==> src/rtl/congestion_estimator.sv <==
// Congestion estimator: synchronises and debounces the NS/EW loop detectors, counts arrivals
// per window, and quantises the lane sum to a 2-bit level. Optional CONG_HYST_EN adds down-hysteresis.

module congestion_lane #(
   parameter int DEBOUNCE    = 4,
   parameter int CNT_W       = 12,
   parameter int STUCK_TICKS = 500
) (
   input  logic             clk,
   input  logic             rst,
   input  logic             det_i,
   input  logic             close_i,
   output logic [CNT_W-1:0] cnt_o,
   output logic             fault_o,
   output logic             fault_nxt_o
);
   localparam int RUN_W = $clog2(DEBOUNCE + 1);
   localparam int TMR_W = $clog2(STUCK_TICKS + 1);

   logic             s1_q, s2_q;
   logic             filt_q, filt_d;
   logic [RUN_W-1:0] run_q, run_d;
   logic [CNT_W-1:0] cnt_q, cnt_d, cnt_inc;
   logic [TMR_W-1:0] tmr_q, tmr_d;
   logic             fault_q, fault_d;
   logic             arr;

   always_comb begin
      run_d  = '0;
      filt_d = filt_q;
      arr    = 1'b0;
      if (s2_q != filt_q) begin
         if (run_q == RUN_W'(DEBOUNCE - 1)) begin
            filt_d = s2_q;
            arr    = s2_q;
         end else begin
            run_d = run_q + 1'b1;
         end
      end
      // count includes an arrival landing on the close cycle; saturates, never wraps
      cnt_inc = (arr && (cnt_q != '1)) ? cnt_q + 1'b1 : cnt_q;
      cnt_d   = close_i ? '0 : cnt_inc;
      if (!filt_q)
         tmr_d = '0;
      else if (tmr_q == TMR_W'(STUCK_TICKS))
         tmr_d = tmr_q;
      else
         tmr_d = tmr_q + 1'b1;
      fault_d = fault_q | (tmr_d == TMR_W'(STUCK_TICKS));
   end

   always_ff @(posedge clk) begin
      if (rst) begin
         s1_q    <= 1'b0;
         s2_q    <= 1'b0;
         filt_q  <= 1'b0;
         run_q   <= '0;
         cnt_q   <= '0;
         tmr_q   <= '0;
         fault_q <= 1'b0;
      end else begin
         s1_q    <= det_i;
         s2_q    <= s1_q;
         filt_q  <= filt_d;
         run_q   <= run_d;
         cnt_q   <= cnt_d;
         tmr_q   <= tmr_d;
         fault_q <= fault_d;
      end
   end

   assign cnt_o       = cnt_inc;
   assign fault_o     = fault_q;
   assign fault_nxt_o = fault_d;
endmodule

module congestion_estimator #(
   parameter int WINDOW_TICKS = 1000,
   parameter int DEBOUNCE     = 4,
   parameter int TH1          = 5,
   parameter int TH2          = 12,
   parameter int TH3          = 20,
   parameter int CNT_W        = 12,
   parameter int STUCK_TICKS  = 500,
   parameter int HYST         = 2
) (
   input  logic           clk,
   input  logic           rst,
   input  logic           det_ns,
   input  logic           det_ew,
   output logic [1:0]     congestion_level,
   output logic           level_valid,
   output logic [CNT_W:0] veh_count_total,
   output logic [1:0]     det_fault
);
   localparam int NUM_LANES = 2;
   localparam int WCNT_W    = $clog2(WINDOW_TICKS);

   logic [NUM_LANES-1:0]            det_raw;
   logic [NUM_LANES-1:0][CNT_W-1:0] lane_cnt;
   logic [NUM_LANES-1:0]            lane_flt, lane_flt_nxt;
   logic [WCNT_W-1:0]               wcnt_q, wcnt_d;
   logic                            close;
   logic [CNT_W:0]                  sum;
   logic [CNT_W:0]                  tot_q, tot_d;
   logic [1:0]                      lvl_q, lvl_d, q;
   logic                            vld_q, vld_d;

   assign det_raw = {det_ew, det_ns};
   assign close   = (wcnt_q == WCNT_W'(WINDOW_TICKS - 1));

   for (genvar l = 0; l < NUM_LANES; l++) begin : g_lane
      congestion_lane #(
         .DEBOUNCE   (DEBOUNCE),
         .CNT_W      (CNT_W),
         .STUCK_TICKS(STUCK_TICKS)
      ) u_lane (
         .clk        (clk),
         .rst        (rst),
         .det_i      (det_raw[l]),
         .close_i    (close),
         .cnt_o      (lane_cnt[l]),
         .fault_o    (lane_flt[l]),
         .fault_nxt_o(lane_flt_nxt[l])
      );
   end

   function automatic logic [1:0] quant(input logic [CNT_W:0] s);
      if (int'(s) >= TH3)      return 2'd3;
      else if (int'(s) >= TH2) return 2'd2;
      else if (int'(s) >= TH1) return 2'd1;
      else                     return 2'd0;
   endfunction

`ifdef CONG_HYST_EN
   function automatic int th_of(input logic [1:0] lv);
      case (lv)
         2'd1:    return TH1;
         2'd2:    return TH2;
         default: return TH3;
      endcase
   endfunction
`endif

   // a lane whose fault sets during this window (even on the close cycle) contributes nothing
   always_comb begin
      sum = '0;
      for (int l = 0; l < NUM_LANES; l++)
         if (!lane_flt_nxt[l]) sum = sum + {1'b0, lane_cnt[l]};
   end

   always_comb begin
      wcnt_d = close ? '0 : wcnt_q + 1'b1;
      tot_d  = tot_q;
      lvl_d  = lvl_q;
      vld_d  = 1'b0;
      q      = quant(sum);
      if (close) begin
         vld_d = 1'b1;
         tot_d = sum;
         if (&lane_flt_nxt)
            lvl_d = 2'd3;
`ifdef CONG_HYST_EN
         else if ((q >= lvl_q) || (int'(sum) < th_of(lvl_q) - HYST))
            lvl_d = q;
`else
         else
            lvl_d = q;
`endif
      end
   end

   always_ff @(posedge clk) begin
      if (rst) begin
         wcnt_q <= '0;
         tot_q  <= '0;
         lvl_q  <= '0;
         vld_q  <= 1'b0;
      end else begin
         wcnt_q <= wcnt_d;
         tot_q  <= tot_d;
         lvl_q  <= lvl_d;
         vld_q  <= vld_d;
      end
   end

   assign congestion_level = lvl_q;
   assign level_valid      = vld_q;
   assign veh_count_total  = tot_q;
   assign det_fault        = lane_flt;
endmodule

==> config.mk <==
export PLATFORM = sky130hd
export DESIGN_NAME = congestion_estimator
export DESIGN_NICKNAME = d
export VERILOG_FILES = /design/src/rtl/congestion_estimator.sv
export SDC_FILE = /design/constraint.sdc
export NUM_CORES = 1
export LEC_CHECK = 0
export ABC_AREA = 1
export BUFFER_PORTS_ARGS = -buffer_cell sky130_fd_sc_hd__buf_2
export CORE_ASPECT_RATIO = 2
export CORE_MARGIN = 1
export CORE_UTILIZATION = 56
export DETAILED_ROUTE_END_ITERATION = 7
export GPL_TIMING_DRIVEN = 0
export PLACE_DENSITY = 0.76
export SETUP_SLACK_MARGIN = 0.4
export SLEW_MARGIN = 20
export SYNTH_ARGS = -nofsm -noshare
export SYNTH_HDL_FRONTEND = slang
export SYNTH_HIERARCHICAL = 1
export SYNTH_SLANG_ARGS = --single-unit
==> constraint.sdc <==
create_clock -name clk -period 3.15 [get_ports clk]
set_input_delay 0.63 -clock clk [delete_from_list [all_inputs] [get_ports clk]]
set_output_delay 0.63 -clock clk [all_outputs]
set_load 0.01 [all_outputs]
==> results.toml <==
[floorplan]
rows = 48
pin_count = 22
die_area_um2 = 9340
die_h_um = 136
start_util_pct = 57.9
coreArea_um2 = 8650
dieWidth_um = 68.9

[sta]
max_freq_mhz = 293
setup_slack_ns = -0.268
slew_headroom_pct = 46.9
setup_tns_ns = -0.915
rsz0062_at_grt = "yes"
hold_viol = 0
skew_ns = 0.00579
final-max-slew-violation-count = 0
post-route-min-period_ns = 3.42
worstMarginPinSlew_ns = 0.792
final-setup-viol-count = 7
post-route-period-util_pct = 109

[setup_path]
slowest_delay_ns = 0.38
critPathMaxFanout = 5
critPathTopFamily = "simple AND/OR/NAND/NOR gates"
cp.arrival_ns = 3.66
critPathBufInv = 4
cp_slowest_cell = "dfxtp_4"
critPathRequiredTime_ns = 3.39
critPathCaptureType = "flop"
cpMostUsedCell = "nand2_2"
cp-start-kind = "flop"
crit_type = "reg2reg"

[cts]
cts_buffers = 9
clkLatencyLatePin_ns = 0.34
cts.clk_slew.worst_paths_ns = 0.06
cts_root_buf = "clkbuf_16"
cts_tree = "done"
clockBufferDepth = 2
clock-sinks = 82
cts_htree_levels = 3

[pwr]
p_leak_nw = 2.79
power_mw = 2.17
power_density_nw_per_um2 = 336
ir_drop_v = 0.000275

[cells_and_area]
drive_gt1_share_pct = 30.2
mostFrequentLayoutCell = "nand2_1"
antenna-diode-count = 0
mostFrequentLayoutCells = "nand2_1, inv_1, dfxtp_1"
fin_util_pct = 74.6
syn_to_final_growth_pct = 28.9
nFillCells = 643
nets = 849

[detailed_routing]
drt-total-wl_um = 14300
drtIter0Drc = 325
wl_per_cell_um = 15.4
vias = 5230
drc = 0
final_antenna_net_count = 0
routed_via_density = 5.63
first_pass_iters = 5

[grt]
grt_pass1_vias = 5023
grt_max_degree = 18
grt_use_total_pct = 32.0
antenna_found_initial = 0
grt-ovfl-total = 0
grt_pass1_wl_um = 22100

[flow_run]
drv_cap = 0

[yosys]
synth-edff-count = 0
synthCells = 750
yosysSeqAreaShare_pct = 32.8
synth_area_um2 = 5010
syn_nets = 775
ys_warn_count = 6
synth_top_flop_cell = "dfxtp_1"
ys_types = 37
synth-seq-cells = 82
avgSynthCellArea_um2 = 6.67
ys_async_sr_fraction_pct = 0

[outcome]
violations = "negative setup slack"
outcome = "finished with violations"

[place]
portBuffers = 21
gp_congestion = 0.941
hpwl_um = 9170

[min_path]
hold_class = "reg2reg"
==> stage by stage <==
stage	hold slack, ns	setup slack [ns]	area, um^2	instances
6_report	0.404	-0.268	6450	929
5_1_grt	0.434	-0.417	6450	929
4_1_cts	0.404	-0.0859	6180	919
3_5_place_dp	0.395	-0.435	5300	871
3_3_place_gp	0.390	-0.399	5300	871
2_1_floorplan	0.388	0.0991	5070	750
==> worst register-to-register path: cells and delay by family (launching register included) <==
family / cells / cell delay, ns
simple gates: 22 / 1.91
flops: 1 / 0.38
fa+ha+maj: 2 / 0.32
buf+inv: 4 / 0.52
compound gates: 1 / 0.20
==> final cells by class <==
| type | instances | area (um^2) | share of cell area, % |
|---|---|---|---|
| plain buffers | 17 | 129 | 2.00 |
| multi-input cells | 553 | 3410 | 52.8 |
| clock buffers | 13 | 292 | 4.52 |
| clock inverters | 3 | 26.3 | 0.407 |
| inverters | 98 | 383 | 5.93 |
| well taps | 100 | 125 | 1.94 |
| flip-flops and latches | 82 | 1660 | 25.7 |
| repair buffers | 63 | 438 | 6.78 |
==> repair_timing <==
action,in CTS,in global routing
endpoints found under the setup margin,14,14
resized for setup,81,64
pin swaps,46,48
cloned,1,0
buffers inserted,31,10
hold buffers,0,0
==> flip-flops by register name, summed over array words and instances, names as in the netlist, 2 cells and up <==
register and count:
g_lane.u_lane/run_q 6, g_lane.u_lane/fault_o 2, g_lane.u_lane/cnt_q 24, g_lane.u_lane/filt_q 2
g_lane.u_lane/s1_q 2, veh_count_total 13, wcnt_q 10, g_lane.u_lane/tmr_q 18
congestion_level 2, g_lane.u_lane/s2_q 2
==> cells in the mapped netlist (4+ instances only) <==
library cell / instances / share of area, %
clkbuf_1: 9 / 0.67
ha_1: 20 / 5.0
nand2_1: 211 / 16
nand4_1: 14 / 1.7
xor2_1: 17 / 3.0
nand3_1: 50 / 5.0
nor2_2: 6 / 0.75
nor3_1: 15 / 1.5
inv_1: 95 / 7.1
nand2_4: 6 / 1.3
a21oi_1: 28 / 2.8
nand2_2: 12 / 1.5
xnor2_1: 6 / 1.0
a21oi_2: 5 / 0.87
nor2_1: 87 / 6.5
o21ai_1: 9 / 0.90
dfxtp_1: 82 / 33
buf_6: 5 / 1.1
o21ai_0: 33 / 3.3
or2_0: 4 / 0.50
nand3_2: 8 / 1.6
==> routing by layer <==
metal  wire length (um)  vias up  part of all wire [%]  global-route usage (%)
li1                   -     2528                     -                       -
met1               4970     2438                    35                    29.2
met2               7790      186                    54                    56.4
met3                697       78                   4.9                    9.18
met4                872        0                   6.1                    23.5
met5                  0        -                     0                       0
==> final timing paths <==
check,from,to,slack (ns),cells after the start
setup / recovery,g_lane[0].u_lane/tmr_q[0],congestion_level[0],-0.27,29
setup reg to reg,g_lane[0].u_lane/tmr_q[0],congestion_level[0],-0.27,29
hold reg to reg,g_lane[1].u_lane/s1_q,g_lane[1].u_lane/s2_q,0.40,2
hold / removal,g_lane[1].u_lane/s1_q,g_lane[1].u_lane/s2_q,0.40,2
==> power by group <==
group	internal (mW)	total (mW)	leakage (nW)	switching (mW)
Clock	0.654	1.09	0.158	0.435
Sequential	1.04	1.05	0.667	0.00443
Combinational	0.00934	0.0337	1.97	0.0244
==> logic make-up (layout without fill, tap and decap cells) <==
group | count (synthesis) | in the layout | synth area share [%]
fa+ha+maj | 21 | 21 | 5.40
compound gates | 82 | 82 | 9.02
buf+inv | 115 | 194 | 9.60
xor+xnor | 25 | 25 | 4.67
flops | 82 | 82 | 32.8
simple gates | 425 | 425 | 38.5
Power figures use the tool's default switching activity.
